**config.mk**
```make
export PLATFORM = sky130hd
export DESIGN_NAME = alu_pipe
export DESIGN_NICKNAME = d
export VERILOG_FILES = /design/src/rtl/alu_pipe_pkg.sv /design/src/rtl/alu_mul_iter.sv /design/src/rtl/alu_pipe.sv
export SDC_FILE = /design/constraint.sdc
export NUM_CORES = 1
export LEC_CHECK = 0
export BUFFER_PORTS_ARGS = -buffer_cell sky130_fd_sc_hd__buf_2
export CAP_MARGIN = 40
export CORE_MARGIN = 1.5
export CORE_UTILIZATION = 63
export CTS_CLUSTER_DIAMETER = 60
export DETAILED_ROUTE_END_ITERATION = 8
export PLACE_DENSITY = 0.84
export SLEW_MARGIN = 15
export SYNTH_ARGS = -nofsm -noshare
export SYNTH_HDL_FRONTEND = slang
export SYNTH_SLANG_ARGS = --single-unit
```
**constraint.sdc**
```tcl
create_clock -name in_Clk -period 10 [get_ports in_Clk]
set_input_delay 1 -clock in_Clk [delete_from_list [all_inputs] [get_ports in_Clk]]
set_output_delay 1 -clock in_Clk [all_outputs]
set_load 0.05 [all_outputs]
```
**src/rtl/alu_pipe_pkg.sv**
```systemverilog
// Shared definitions for the registered execute-stage ALU: opcodes, flag layout, FSM states.
package alu_pipe_pkg;

    typedef enum logic [3:0] {
        OpAnd = 4'h0, OpEor = 4'h1, OpSub = 4'h2, OpRsb = 4'h3,
        OpAdd = 4'h4, OpAdc = 4'h5, OpSbc = 4'h6, OpRsc = 4'h7,
        OpTst = 4'h8, OpTeq = 4'h9, OpCmp = 4'hA, OpCmn = 4'hB,
        OpOrr = 4'hC, OpMov = 4'hD, OpBic = 4'hE, OpMvn = 4'hF
    } alu_op_e;

    localparam int unsigned FlagC = 3;
    localparam int unsigned FlagN = 2;
    localparam int unsigned FlagZ = 1;
    localparam int unsigned FlagV = 0;

    typedef enum logic [1:0] {
        StEmpty = 2'd0,
        StMul   = 2'd1,
        StFull  = 2'd2
    } state_e;

    // Compare/test opcodes only produce flags; everything else targets Rd.
    function automatic logic op_writes_rd(input alu_op_e op);
        return !(op inside {OpTst, OpTeq, OpCmp, OpCmn});
    endfunction

endpackage

```
**src/rtl/alu_mul_iter.sv**
```systemverilog
// Iterative shift-add multiplier retiring MulBits multiplier bits per cycle.
module alu_mul_iter
    import alu_pipe_pkg::*;
#(
    parameter int unsigned Width   = 32,
    parameter int unsigned MulBits = 2
) (
    input  logic             clk_i,
    input  logic             rst_ni,
    input  logic             start_i,
    input  logic [Width-1:0] a_i,
    input  logic [Width-1:0] b_i,
    input  logic [Width-1:0] acc_i,
    input  logic             acc_en_i,
    output logic             last_o,
    output logic [Width-1:0] product_o
);

    localparam int unsigned Iters = Width / MulBits;
    localparam int unsigned CntW  = (Iters > 1) ? $clog2(Iters) : 1;

    logic             run_q, run_d;
    logic [CntW-1:0]  cnt_q, cnt_d;
    logic [Width-1:0] mcand_q, mcand_d;
    logic [Width-1:0] mplier_q, mplier_d;
    logic [Width-1:0] prod_q, prod_d;
    logic [Width-1:0] partial;

    assign last_o    = run_q && (cnt_q == CntW'(Iters - 1));
    assign product_o = prod_q + partial;

    always_comb begin
        partial = '0;
        for (int i = 0; i < int'(MulBits); i++) begin
            if (mplier_q[i]) partial = partial + (mcand_q << i);
        end

        run_d    = run_q;
        cnt_d    = cnt_q;
        mcand_d  = mcand_q;
        mplier_d = mplier_q;
        prod_d   = prod_q;
        if (start_i) begin
            run_d    = 1'b1;
            cnt_d    = '0;
            mcand_d  = a_i;
            mplier_d = b_i;
            prod_d   = acc_en_i ? acc_i : '0;
        end else if (run_q) begin
            cnt_d    = cnt_q + 1'b1;
            mcand_d  = mcand_q << MulBits;
            mplier_d = mplier_q >> MulBits;
            prod_d   = product_o;
            if (last_o) begin
                run_d = 1'b0;
                cnt_d = '0;
            end
        end
    end

    always_ff @(posedge clk_i or negedge rst_ni) begin
        if (!rst_ni) begin
            run_q    <= 1'b0;
            cnt_q    <= '0;
            mcand_q  <= '0;
            mplier_q <= '0;
            prod_q   <= '0;
        end else begin
            run_q    <= run_d;
            cnt_q    <= cnt_d;
            mcand_q  <= mcand_d;
            mplier_q <= mplier_d;
            prod_q   <= prod_d;
        end
    end

endmodule

```
**src/rtl/alu_pipe.sv**
```systemverilog
// Registered data-processing ALU with iterative MUL/MLA, internal CNZV register and
// valid/ready handshakes on both sides.
module alu_pipe
    import alu_pipe_pkg::*;
#(
    parameter int unsigned WIDTH    = 32,
    parameter int unsigned MUL_BITS = 2
) (
    input  logic             in_Clk,
    input  logic             in_Rst_n,
    input  logic             in_Valid,
    output logic             out_Ready,
    input  logic [WIDTH-1:0] in_Rn,
    input  logic [WIDTH-1:0] in_Op2,
    input  logic [WIDTH-1:0] in_Acc,
    input  logic             in_Barrel_carry,
    input  logic [3:0]       in_Opcode,
    input  logic             in_Mul,
    input  logic             in_Acc_en,
    input  logic             in_Set_cond,
    input  logic             in_Flag_we,
    input  logic [3:0]       in_Flag_wdata,
    output logic             out_Valid,
    input  logic             in_Ready,
    output logic [WIDTH-1:0] out_Y,
    output logic             out_Writeback,
    output logic [3:0]       out_CNZV,
    output logic             out_Busy
);

    state_e           state_q, state_d;
    logic [WIDTH-1:0] y_q, y_d;
    logic             wb_q, wb_d;
    logic [3:0]       flags_q, flags_d;
    logic             mul_s_q, mul_s_d;

    alu_op_e          op;
    logic             accept;
    logic             mul_start;
    logic             mul_last;
    logic [WIDTH-1:0] mul_y;

    logic [WIDTH-1:0] add_a, add_b, logic_y, data_y;
    logic             add_cin, arith;
    logic [WIDTH:0]   sum;
    logic [3:0]       data_flags, mul_flags;

    assign op        = alu_op_e'(in_Opcode);
    assign out_Ready = (state_q == StEmpty) || ((state_q == StFull) && in_Ready);
    assign accept    = in_Valid && out_Ready;

    assign out_Valid     = (state_q == StFull);
    assign out_Busy      = (state_q == StMul);
    assign out_Y         = y_q;
    assign out_Writeback = wb_q;
    assign out_CNZV      = flags_q;

    alu_mul_iter #(
        .Width   (WIDTH),
        .MulBits (MUL_BITS)
    ) u_mul (
        .clk_i     (in_Clk),
        .rst_ni    (in_Rst_n),
        .start_i   (mul_start),
        .a_i       (in_Rn),
        .b_i       (in_Op2),
        .acc_i     (in_Acc),
        .acc_en_i  (in_Acc_en),
        .last_o    (mul_last),
        .product_o (mul_y)
    );

    // Subtracts are carried out as a + ~b + cin, so C means "no borrow".
    always_comb begin
        add_a   = in_Rn;
        add_b   = in_Op2;
        add_cin = 1'b0;
        arith   = 1'b1;
        logic_y = '0;
        unique case (op)
            OpAnd, OpTst: begin logic_y = in_Rn & in_Op2;  arith = 1'b0; end
            OpEor, OpTeq: begin logic_y = in_Rn ^ in_Op2;  arith = 1'b0; end
            OpOrr:        begin logic_y = in_Rn | in_Op2;  arith = 1'b0; end
            OpMov:        begin logic_y = in_Op2;          arith = 1'b0; end
            OpBic:        begin logic_y = in_Rn & ~in_Op2; arith = 1'b0; end
            OpMvn:        begin logic_y = ~in_Op2;         arith = 1'b0; end
            OpSub, OpCmp: begin add_b = ~in_Op2; add_cin = 1'b1; end
            OpRsb:        begin add_a = in_Op2; add_b = ~in_Rn; add_cin = 1'b1; end
            OpAdd, OpCmn: ;
            OpAdc:        add_cin = flags_q[FlagC];
            OpSbc:        begin add_b = ~in_Op2; add_cin = flags_q[FlagC]; end
            OpRsc:        begin add_a = in_Op2; add_b = ~in_Rn; add_cin = flags_q[FlagC]; end
        endcase

        sum    = {1'b0, add_a} + {1'b0, add_b} + {{WIDTH{1'b0}}, add_cin};
        data_y = arith ? sum[WIDTH-1:0] : logic_y;

        data_flags[FlagC] = arith ? sum[WIDTH] : in_Barrel_carry;
        data_flags[FlagN] = data_y[WIDTH-1];
        data_flags[FlagZ] = (data_y == '0);
        data_flags[FlagV] = arith ? ((add_a[WIDTH-1] == add_b[WIDTH-1]) &&
                                     (data_y[WIDTH-1] != add_a[WIDTH-1]))
                                  : flags_q[FlagV];

        mul_flags[FlagC] = flags_q[FlagC];
        mul_flags[FlagN] = mul_y[WIDTH-1];
        mul_flags[FlagZ] = (mul_y == '0);
        mul_flags[FlagV] = flags_q[FlagV];
    end

    // An S-update on the same edge overrides an external flag write.
    always_comb begin
        state_d   = state_q;
        y_d       = y_q;
        wb_d      = wb_q;
        mul_s_d   = mul_s_q;
        mul_start = 1'b0;
        flags_d   = in_Flag_we ? in_Flag_wdata : flags_q;
        unique case (state_q)
            StEmpty, StFull: begin
                if ((state_q == StFull) && in_Ready) state_d = StEmpty;
                if (accept) begin
                    if (in_Mul) begin
                        state_d   = StMul;
                        mul_start = 1'b1;
                        mul_s_d   = in_Set_cond;
                    end else begin
                        state_d = StFull;
                        y_d     = data_y;
                        wb_d    = op_writes_rd(op);
                        if (in_Set_cond) flags_d = data_flags;
                    end
                end
            end
            StMul: begin
                if (mul_last) begin
                    state_d = StFull;
                    y_d     = mul_y;
                    wb_d    = 1'b1;
                    if (mul_s_q) flags_d = mul_flags;
                end
            end
            default: state_d = StEmpty;
        endcase
    end

    always_ff @(posedge in_Clk or negedge in_Rst_n) begin
        if (!in_Rst_n) begin
            state_q <= StEmpty;
            y_q     <= '0;
            wb_q    <= 1'b0;
            flags_q <= '0;
            mul_s_q <= 1'b0;
        end else begin
            state_q <= state_d;
            y_q     <= y_d;
            wb_q    <= wb_d;
            flags_q <= flags_d;
            mul_s_q <= mul_s_d;
        end
    end

endmodule

```
==> results.toml <==
[finish]
finalNetCount = 2383
drive_gt1_share_pct = 11.53
syn_to_final_growth_pct = 9.332
antennaDiodeCount = 0
layoutNonFillerInstCount = 2492

[timing]
setup_violations = 0
worst_slew_margin_rel_pct = 41.68
period_needed_ns = 7.221
rsz0062_at_grt = "false"
tightest_slew_ns = 0.8694
setup_tns_ns = 0
slew_violations = 0
post-route-period-util_pct = 72.21
fmax_ghz = 0.1385
hold_viol = 0
clock_skew_ns = 0.01881

[worst_setup_path]
crit_type = "reg2reg"
cp_common_cell = "a21oi_1"
cp.arrival_ns = 7.60
required_ns = 10.38
critPathMaxStageDelay_ns = 0.47
crit_buf_inv = 1
regToRegSetupSlack_ns = 2.78
start_kind = "flip-flop"
path_max_fanout = 58
crit_path_top_delay_cell = "buf_4"
cp_top_family = "compound AO/OA/AOI/OAI gates"
end_kind = "flip-flop"

[power]
ir_drop_v = 0.0001706
power_density_nw_per_um2 = 306.5
leakage_uw = 0.007994

[floorplan]
core_area_um2 = 24180
start_util_pct = 63.72
ios = 153
fp.dieW_um = 159.4
die_h_um = 159.4
dieArea_um2 = 25400
rows = 57

[synthesis]
synth-warning-count = 0
synth.area.mux_share_pct = 7.586
synthTopCellsByArea = "dfrtp_1 23%, o21ai_0 10%, ha_1 9.0%"
synthArstFlopShare_pct = 100.0
synth_edf_count = 0
synth_top_cell_by_area = "dfrtp_1"
yosysTopAreaCellShare_pct = 22.90
seq_area_frac_synth_pct = 22.90
synth_top_family_by_area = "compound AO/OA/AOI/OAI gates"
yosys.area_share.simple_pct = 19.57
synthDistinctLibCells = 83
synth_compound_area_share_pct = 28.53
synth_area_per_cell_um2 = 7.336
syn-cell-area_um2 = 15400
syn-num-nets = 2328
synth_cells = 2100
synth_xor_area_share_pct = 5.742
yosys.area_share.adder_pct = 9.600
ys_ff_latch = 141
ys.flop_type = "dfrtp_1"

[flow_run]
drv_cap = 0

[clocking]
cts-resized-gates = 0
postCtsSetupRepairBufs = 0
numClockSinks = 141
cts.clk_slew.worst_paths_ns = 0.07
cts_root_buf = "clkbuf_16"
cts-htree-levels = 4
numCtsBuffers = 17
ctsHoldBuffers = 0
tritoncts = "yes"
clk_path_buf_depth = 2
worstSkewPairLatency_ns = 0.44

[grt]
grt_pass1_vias = 15230
grt_start_max_net_pins = 97
track_usage_pct = 39.82
grt_pass1_wl_um = 81260
gr-total-overflow = 0
antenna_found_initial = 0

[detailed_routing]
drt_pass1_iterations = 8
totalWireLength_um = 51240
wl_per_cell_um = 20.56
via_per_inst = 6.683
drc_errors = 0
antenna_left = 0
drt-initial-drc-count = 2139
vias = 16650

[placement]
io_buffer_count = 152
post-place-cells = 2460
hpwlAfterDp_um = 38130
gp_congestion = 0.9964

[hold_path]
min_path_type = "reg2reg"

[status]
outcome = "finished clean"
-- path summary, 6_finish.rpt --
kind | start | endpoint | cells past startpoint
setup / recovery | u_mul.mplier_q[0] | out_CNZV[1] | 26
hold / removal | out_Y[2] | out_Y[2] | 2
setup reg to reg | u_mul.mplier_q[0] | out_CNZV[1] | 26
hold reg to reg | out_Y[2] | out_Y[2] | 2
max in group asynchronous | in_Rst_n | out_Y[4] | 2
min in group asynchronous | in_Rst_n | u_mul.prod_q[27] | 1
-- worst min-delay path: stages (launching register included) --
cell and delay [ns]:
dfrtp_1 0.34, nand2_1 0.04, o21ai_0 0.06
-- report_power, final --
group / internal (µW) / total [µW] / switching [µW]
registers: 843 / 1150 / 310
clock network: 329 / 636 / 307
logic: 1220 / 3370 / 2160
total: 2390 / 5160 / 2770
-- cell usage after synthesis (6+ instances only) --
| cell type | n |
|---|---|
| o21ai_0 | 314 |
| nand2_1 | 304 |
| dfrtp_1 | 141 |
| a21oi_1 | 127 |
| clkbuf_1 | 120 |
| nor2_1 | 120 |
| ha_1 | 111 |
| inv_1 | 104 |
| mux2i_1 | 101 |
| nand3_1 | 85 |
| xnor2_1 | 65 |
| a31oi_1 | 37 |
| xor2_1 | 36 |
| nor3_1 | 32 |
| a21o_1 | 25 |
| and2_1 | 25 |
| a211oi_1 | 19 |
| o22ai_1 | 19 |
| and3_1 | 18 |
| o31ai_1 | 18 |
| nand4_1 | 16 |
| o211ai_1 | 15 |
| mux2_2 | 14 |
| or3_1 | 14 |
| nand2b_1 | 13 |
| a222oi_1 | 11 |
| buf_1 | 10 |
| o21a_1 | 10 |
| o221ai_1 | 9 |
| a22oi_1 | 8 |
| o21bai_1 | 8 |
| o31a_1 | 8 |
| a221oi_1 | 7 |
| nor2b_1 | 7 |
| nor3b_1 | 6 |
| o2111ai_1 | 6 |
| or2_2 | 6 |
| or4_1 | 6 |
-- metal layers --
layer	vias up	global-route usage (%)	wire length (µm)
met2	994	60.66	22450
met4	0	18.52	2220
met3	165	7.111	5594
li1	7742	-	-
met1	7752	54.90	20980
met5	-	0	0
-- cell families after synthesis --
logic type | after synthesis
XOR/XNOR | 101
flip-flops | 141
AO/OA/AOI/OAI | 714
AND/OR/NAND/NOR | 668
adder cells (fa/ha/maj) | 116
buffers and inverters | 245
multiplexers | 115
-- cell type report --
| cell class | instances | area (µm²) |
|---|---|---|
| tap | 324 | 405.4 |
| sequential | 141 | 3532 |
| fill | 1997 | 7335 |
| timing repair buffer | 172 | 942.2 |
| multi-input combinational | 1714 | 11000 |
| clock buffer | 18 | 429.2 |
| inverter | 109 | 409.1 |
| clock inverter | 14 | 128.9 |
-- cells in the final DEF (no fill, tap or decap), types with 36 or more instances in the layout --
master   netlist  layout
o21ai_0      314     312
dfrtp_1      141     140
nand2_1      304     304
buf_2          5     151
nor2_1       120     119
a21oi_1      127     127
inv_1        104     104
ha_1         111     111
xor2_1        36      36
nand3_1       85      85
mux2i_1      101     101
xnor2_1       65      65
a31oi_1       37      37
-- sequential cells by signal, indices dropped and copies added (netlist names) --
name	count
mul_s_q	1
out_CNZV	4
out_Writeback	1
out_Y	32
state_q	2
u_mul.cnt_q	4
u_mul.mcand_q	32
u_mul.mplier_q	32
u_mul.prod_q	32
u_mul.run_q	1
-- through the flow --
stage          cell area (µm²)  total power [µW]  worst slack, ns  util [%]  hold WS, ns
3_3_place_gp             16240              4305            3.191     67.19       0.4612
4_1_cts                  16840              5069            2.929     69.66       0.4848
6_report                 16840              5162            2.779     69.66       0.4807
5_1_grt                  16840              5506            2.371     69.66       0.5313
3_5_place_dp             16280              4420            3.009     67.36       0.4702
2_1_floorplan            15400              3562            3.299         -       0.4453
Power figures use the tool's default switching activity.
